===== src/rtl/servant_sleep_ctrl.sv =====
// servant_sleep_ctrl: gates the CPU/bus clock on sleep and
// re-enables it on a masked wake event after a settle delay.
module servant_sleep_ctrl #(
  parameter int NUM_WAKE   = 2,
  parameter int WAKE_DELAY = 4
) (
  input  logic                i_clk,
  input  logic                i_rst,
  input  logic                i_sleep_req,
  input  logic                i_wakeup_req,
  input  logic [NUM_WAKE-1:0] i_wake_src,
  input  logic [NUM_WAKE-1:0] i_wake_mask,
  input  logic                i_bus_idle,
  input  logic                i_cause_clr,
  output logic                o_clk_en,
  output logic                o_sleeping,
  output logic [NUM_WAKE:0]   o_wake_cause
);

  localparam int CW =
    (WAKE_DELAY > 0) ? $clog2(WAKE_DELAY + 1) : 1;
  localparam logic [CW-1:0] CNT_LOAD =
    CW'((WAKE_DELAY > 0) ? WAKE_DELAY - 1 : 0);
  localparam bit NO_DELAY = (WAKE_DELAY == 0);

  typedef enum logic [1:0] {
    RUN   = 2'd0,
    DRAIN = 2'd1,
    SLEEP = 2'd2,
    WAKE  = 2'd3
  } state_e;

  state_e              state_q, state_d;
  logic [CW-1:0]       cnt_q, cnt_d;
  logic [NUM_WAKE:0]   cause_q, cause_d;
  logic [NUM_WAKE-1:0] src_hit;
  logic [NUM_WAKE:0]   cause_vec;
  logic                wake_evt;
  logic                record;

  assign src_hit   = i_wake_src & i_wake_mask;
  assign wake_evt  = i_wakeup_req | (|src_hit);
  assign cause_vec = {src_hit, i_wakeup_req};

  // State, settle counter and sticky cause registers.
  always_ff @(posedge i_clk) begin
    if (i_rst) begin
      state_q <= RUN;
      cnt_q   <= '0;
      cause_q <= '0;
    end else begin
      state_q <= state_d;
      cnt_q   <= cnt_d;
      cause_q <= cause_d;
    end
  end

  // Next state, counter load/decrement and cause recording.
  always_comb begin
    state_d = state_q;
    cnt_d   = cnt_q;
    record  = 1'b0;
    unique case (state_q)
      RUN: begin
        if (i_sleep_req) begin
          if (wake_evt) begin
            record = 1'b1;
          end else begin
            state_d = DRAIN;
          end
        end
      end
      DRAIN: begin
        if (wake_evt) begin
          record  = 1'b1;
          state_d = RUN;
        end else if (i_bus_idle) begin
          state_d = SLEEP;
        end
      end
      SLEEP: begin
        if (wake_evt) begin
          record = 1'b1;
          if (NO_DELAY) begin
            state_d = RUN;
          end else begin
            state_d = WAKE;
            cnt_d   = CNT_LOAD;
          end
        end
      end
      WAKE: begin
        record = wake_evt;
        if (cnt_q == '0) begin
          state_d = RUN;
        end else begin
          cnt_d = cnt_q - CW'(1);
        end
      end
      default: state_d = RUN;
    endcase
    cause_d = (i_cause_clr ? '0 : cause_q)
            | (record ? cause_vec : '0);
  end

  // Outputs decoded purely from registered state.
  always_comb begin
    o_clk_en     = (state_q == RUN) || (state_q == DRAIN);
    o_sleeping   = (state_q == SLEEP) || (state_q == WAKE);
    o_wake_cause = cause_q;
  end

endmodule


===== config.mk =====
export PLATFORM = sky130hd
export DESIGN_NAME = servant_sleep_ctrl
export DESIGN_NICKNAME = d
export VERILOG_FILES = /design/src/rtl/servant_sleep_ctrl.sv
export SDC_FILE = /design/constraint.sdc
export NUM_CORES = 1
export LEC_CHECK = 0
export CAP_MARGIN = 20
export CORE_AREA = 2 2 39 41
export DETAILED_ROUTE_END_ITERATION = 7
export DIE_AREA = 0 0 41 43
export PLACE_DENSITY = 0.62
export SYNTH_ARGS = -nofsm -noshare
export SYNTH_HDL_FRONTEND = slang
export SYNTH_SLANG_ARGS = --single-unit

===== constraint.sdc =====
create_clock -name i_clk -period 2.2 [get_ports i_clk]
set_clock_uncertainty 0.1 [all_clocks]
set_input_delay 0.33 -clock i_clk [delete_from_list [all_inputs] [get_ports i_clk]]
set_output_delay 0.33 -clock i_clk [all_outputs]
set_load 0.01 [all_outputs]

# [Word-level counts from Yosys, hierarchy flattened]
# Index checks and enable logic that the tools add are counted.
[word_totals] reg_bits=8 input_bits=10 out_inout_bits=5 wordCells=40
[op_classes] addsub=1 n_eq_ne=9 n_mux=15 bitwise=3 n_reduce_logical=9
[ops] op="two-way mux 2 bit" count=6
[ops] op="two-way mux 3 bit" count=4
[ops] op="inequality test 2 bit, second input constant" count=5
[ops] op="one-hot mux 2 bit (4 select lines)" count=1
[ops] op="one-hot mux 3 bit (2 select lines)" count=1
[ops] op="AND reduction 5 bit" count=1
[ops] op="== test 2 bit, second input constant" count=2
[ops] op="OR reduction 2 bit" count=2
[ops] op="logical NOT 3 bit" count=1
[ops] op="inequality test 3 bit, second input constant" count=1
[ops] op="bitwise OR 3 bit" count=1
[ops] op="one-hot mux 1 bit (3 select lines)" count=1
[ops] op="AND reduction 3 bit" count=1
[ops] op="subtractor 3 x 1 -> 3 bit, second input constant" count=1
[ops] op="AND 2 bit" count=1
[ops] op="== test 2 x 1 -> 1 bit, second input constant" count=1
[ops] op="logical NOT 2 bit" count=1
[ops] op="logical OR 1 bit" count=2
[ops] op="two-way mux 1 bit" count=2
[ops] op="nonzero test 2 bit" count=1
[ops] op="bitwise OR 1 bit" count=1

# [Longest topological paths before layout]
# Gate-level depths: netlist of run 1.
[logic_depth] depth_word=8 ltp_mapped=6 depth_no_buf=6

# [Least setup slack after synthesis of run 1]
# No wires, ideal clock.
[synth_timing] path_type="register to register" startpoint="register cnt_q[0]" endpoint="register cnt_q[0]" setup_time_ps=95 t_arrival_ps=1262 required_time_ps=2005 slack_ps=743 path_stages_with_launch=6 n_path_buf=0 period_less_slack_ps=1457 cell_sequence="dfxtp_1 -> inv_1 -> ha_1 -> ha_1 -> mux2_2 -> a221oi_1"
[synth_via] elab_chain_cells=3 elab_cells_between_ends=6 classes_between="add/sub: 1; eq/ne: 1; mux: 2; reduce/logical: 2"
[synth_lines] item="start, declared" line="34" rtl="logic [CW-1:0] cnt_q, cnt_d;"
[synth_lines] item="start signal, assigned" line="53" rtl="cnt_q <= cnt_d;"
[synth_lines] item="subtractor 3 x 1 -> 3 bit or logical NOT 3 bit (tied branches)" line="97, 94"
[synth_lines] item="two-way mux 3 bit or inequality test 2 bit (tied branches)"
[synth_lines] item="one-hot mux 3 bit (2 select lines) or AND reduction 3 bit (tied branches)"
# Several ways; a longest one is shown, not always the timed one. The select of a mux whose other input is x is not followed.
# A chain may end at the register's enable or synchronous reset.

==> flow_summary.toml, run 1 <==
[die]
start_util = 0.291
fp.dieH_um = 43
rows = 14
io_pins = 15
die_area_mm2 = 0.00176
core_mm2 = 0.00138
die_x_um = 41

[route]
wl_per_cell_um = 10.3
num_vias = 385
firstDrtPassIters = 4
final_antenna_net_count = 0
drt_iter0_drc = 4
viasPerCell = 5.07
drcViolationCount = 0
wl_um = 783

[setup_path]
crit_cells = 1
start_kind = "flop"
crit_type = "flop to output port"
path_buf_inv = 1
critical_path.max_fanout = 10
cp_data_arrival_time_ps = 1300
critPathTopFamily = "buffers and inverters"
required_ps = 1770
r2r_cells = 6
cp_cell_sequence = "clkdlybuf4s50_1"
crit_path_top_delay_cell = "clkdlybuf4s50_1"
cpPeakStageDelay_ps = 590
worstSetupEndpointType = "output port"

[power_and_ir_drop]
power_mw = 0.300
p_leak_nw = 0.200
power_density_mw_per_mm2 = 526
irDropWorstVdd_uv = 227

[final_layout]
most-common-layout-cells = "clkdlybuf4s50_1 (14), dfxtp_1 (8), inv_1 (5)"
drive_gt1_frac = 0.117
final_common_cell = "clkdlybuf4s50_1"
postLayoutCellArea_um2 = 571
regArea_um2 = 160
diodes = 0
area.growth.synth_to_final_pct = 41.6
multiInputGateArea_um2 = 209
fillers = 150
finalNetCount = 74

[sta]
finalHoldViolations = 0
slew_headroom = 0.791
tightest_slew_ps = 312
period_share = 0.788
maxSlewViolCount = 0
fmax_ghz = 0.577
rsz0062_at_grt = "false"
fin_ws_ps = 467
whs_ps = 353
fin_crit_ps = 1730
setup_violations = 0
setup_tns_ps = 0

[hold_path]
hold_path_depth = 2
hold_path_class = "flop to flop"

[yosys]
avgSynthCellArea_um2 = 8.57
syn_inst = 47
synth.distinct_cells = 23
yosysSeqAreaShare = 0.398
yosys.area.top_type = "dfxtp_1"
synth_enable_flop_cells = 0
yosysWarningCount = 0
syn_nets = 59
synthFlopType = "dfxtp_1"
synth_area_leaders = "dfxtp_1 (40%), ha_1 (6.2%), a21oi_1 (5.0%), inv_1 (4.7%), a32oi_1 (4.3%)"
synth_seq_cells = 8
synth_top_area_frac = 0.398
synth_area_um2 = 403
async_flop_share = 0

[run_status]
outcome = "completed"

[clocking]
numCtsBuffers = 3
clk_latency_ps = 240
cts.sinks = 8
htreeDepth = 1
cts_setup_buffers = 0
hold_buffers = 0
root_buffer = "clkbuf_4"
cts.path.max_buffers = 2
cts.clk_slew.worst_paths_ps = 50
cts_tree = "yes"
cts-resized-gates = 0

[place]
dp_hpwl_um = 614
post-place-ws_ps = 253
dpl-instance-area_um2 = 548
port_buffers = 14
gp_congestion = 0.725

[global_route]
grt_overflow = 0
antenna_found_initial = 0
grt_pass1_wl_um = 1390
grt_max_degree = 12
grt_pass1_vias = 380
grt_usage = 0.113

[run]
drv_cap = 0
==> final timing paths <==
kind / from / endpoint / slack, ps
setup / recovery: flop / o_sleeping / 470
setup reg to reg: cnt_q[0] / cnt_q[0] / 620
hold / removal: cnt_q[1] / cnt_q[1] / 350
hold reg to reg: cnt_q[1] / cnt_q[1] / 350
==> per-layer routing <==
layer  global-route usage  wire (um)
met5                    0          0
met4               0.0600          0
met3               0.0209         38
met2                0.175        398
met1                0.140        346
==> cell usage after synthesis, drive strengths merged (2+ instances only) <==
| master | n |
|---|---|
| a21oi | 4 |
| a32oi | 2 |
| clkbuf | 3 |
| dfxtp | 8 |
| ha | 2 |
| inv | 5 |
| nand2 | 3 |
| nor2 | 4 |
| or3 | 3 |
==> stage by stage <==
step                instances   util
finish                     76  0.412
global route               76  0.412
CTS                        76  0.412
detailed placement         73  0.396
global placement           73  0.396
floorplan                  47      -
==> worst reg2reg max path, delay by kind of cell, from the launching register on <==
family / cells / cell delay (ps)
buffers and inverters: 1 / 70
and+or+nand+nor: 1 / 80
adders and majority gates: 2 / 370
DFF: 1 / 310
AOI/OAI and AO/OA: 1 / 290
muxes: 1 / 260
==> cell families after synthesis <==
family	share of synthesized area
AOI/OAI and AO/OA	0.230
buffers and inverters	0.0838
adders and majority gates	0.0621
and+or+nand+nor	0.199
muxes	0.0279
DFF	0.398
==> power by group <==
part	total [mW]	switching [mW]	internal, mW
clock	0.104	0.0419	0.0619
sequential	0.153	0.00365	0.149
combinational	0.0433	0.0161	0.0272
total	0.300	0.0617	0.238
==> cell type report <==
cell class,instances,share of cell area
clock buffer,3,0.0395
inverter,5,0.0329
multi-input combinational,30,0.366
sequential,8,0.281
tap,16,0.0351
timing repair buffer,14,0.246
Note: power is estimated with default switching activity, not from simulation.
==> inputs of run 2 (changes only) <==
==> constraint.sdc (replaced) <==
create_clock -name i_clk -period 1.66 [get_ports i_clk]
set_clock_uncertainty 0.1 [all_clocks]
set_input_delay 0.249 -clock i_clk [delete_from_list [all_inputs] [get_ports i_clk]]
set_output_delay 0.249 -clock i_clk [all_outputs]
set_load 0.01 [all_outputs]
==> flow_summary.toml, run 2 (synthesized netlist as in run 1, its figures left out) <==
[die]
die_area_mm2 = 0.00176
fp.dieH_um = 43
start_util = 0.291
core_mm2 = 0.00138
die_x_um = 41
io_pins = 15
rows = 14

[sta]
fmax_ghz = 0.617
rsz0062_at_grt = "true"
slew_headroom = 0.788
whs_ps = 358
finalHoldViolations = 0
period_share = 0.976
setup_violations = 0
fin_crit_ps = 1620
tightest_slew_ps = 317
maxSlewViolCount = 0

[setup_path]
path_buf_inv = 1
worstSetupEndpointType = "flop"
critPathTopFamily = "compound AO/OA/AOI/OAI gates"
startpoint = "i_wake_mask[0]"
critical_path.max_fanout = 5
required_ps = 1740
crit_type = "input port to flop"
cpPeakStageDelay_ps = 470
crit_path_top_delay_cell = "or4b_1"
cp_data_arrival_time_ps = 1700
start_kind = "input port"
cp_cell_sequence = "clkdlybuf4s50_1 > a221o_1 > or4b_1 > a21oi_1"
regToRegStartpoint = "cnt_q[0]"

[route]
wl_per_cell_um = 11.6
drt_iter0_drc = 7
firstDrtPassIters = 3
viasPerCell = 5.16
drcViolationCount = 0
num_vias = 397
wl_um = 893
final_antenna_net_count = 0

[run]
drv_cap = 0

[run_status]
outcome = "completed"

[global_route]
grt_pass1_vias = 392
grt_pass1_wl_um = 1660
grt_overflow = 0
grt_usage = 0.141
antenna_found_initial = 0
grt_max_degree = 12

[clocking]
root_buffer = "clkbuf_4"
cts.path.max_buffers = 2
cts.clk_slew.worst_paths_ps = 60
cts.sinks = 8
cts_tree = "yes"
clk_latency_ps = 260
hold_buffers = 0
numCtsBuffers = 3
htreeDepth = 1

[place]
port_buffers = 14
dp_hpwl_um = 663
gp_congestion = 0.727
dp.cells = 74
dpl-instance-area_um2 = 556

[final_layout]
finalNetCount = 75
postLayoutCellArea_um2 = 592
finalCoreUtilization = 0.428
diodes = 0
final_common_cell = "clkdlybuf4s50_1"
drive_gt1_frac = 0.197
most-common-layout-cells = "clkdlybuf4s50_1 (14), dfxtp_1 (7), inv_1 (5)"
area.growth.synth_to_final_pct = 46.9
fin_cells = 77

[hold_path]
hold_start = "cnt_q[1]"
hold_path_class = "flop to flop"

[power_and_ir_drop]
power_density_mw_per_mm2 = 698
irDropWorstVdd_uv = 317
p_leak_nw = 0.204
run 2: power by group:
group          switching (mW)  internal, mW  leakage (nW)  total, mW
Clock                  0.0669        0.0828        0.0138      0.150
Combinational          0.0224        0.0380         0.125     0.0604
Sequential            0.00493         0.198        0.0655      0.203
run 2: routing by layer:
metal  vias up  GRT usage  wire length (um)
met4         0      0.100                14
met2        13      0.194               464
met3         2     0.0366                48
li1        197          -                 -
met1       185      0.182               366
met5         -          0                 0
run 2: worst reg2reg max path, stage by stage (launching register included):
cell and delay (ps):
dfxtp_1 310, inv_1 70, ha_1 150, ha_2 210, nor2b_1 70, mux2_2 260, a221oi_1 270
run 2: per-stage QoR:
stage	power (mW)	setup WS (ps)	setup TNS [ps]
after floorplan	0.229	203	0
after global placement	0.265	-181	-479
after detailed placement	0.266	-197	-507
after CTS	0.421	52.3	0
after global routing	0.440	-2.25	-2.25
final	0.413	39.4	0
run 2: cell type report:
type	instances	area [um^2]
flip-flops and latches	8	161
fillers	147	792
multi-input cells	30	221
well taps	16	20.0
clock buffers	3	22.5
repair buffers	15	148
inverters	5	18.8
run 2: what timing repair did:
action,in CTS,in global routing
buffers inserted,0,0
gates resized for setup,1,3
pin swaps,0,1
endpoints found under the setup margin,2,3
run 2: worst paths after layout:
kind | endpoint | slack, ps | cells after the start
max | state_q[0] | 40 | 4
min | cnt_q[1] | 360 | 2
min reg2reg | cnt_q[1] | 360 | 2
max reg2reg | cnt_q[0] | 130 | 6
==> inputs of run 3 (changes only) <==
--- a/config.mk
+++ b/config.mk
@@ -7,6 +7,7 @@
 export LEC_CHECK = 0
 export CAP_MARGIN = 20
 export CORE_AREA = 2 2 39 41
+export CTS_CLUSTER_SIZE = 28
 export DETAILED_ROUTE_END_ITERATION = 7
 export DIE_AREA = 0 0 41 43
 export PLACE_DENSITY = 0.62
==> results of run 3 <==
The final DEF is identical to that of run 2; final timing and power are the same.
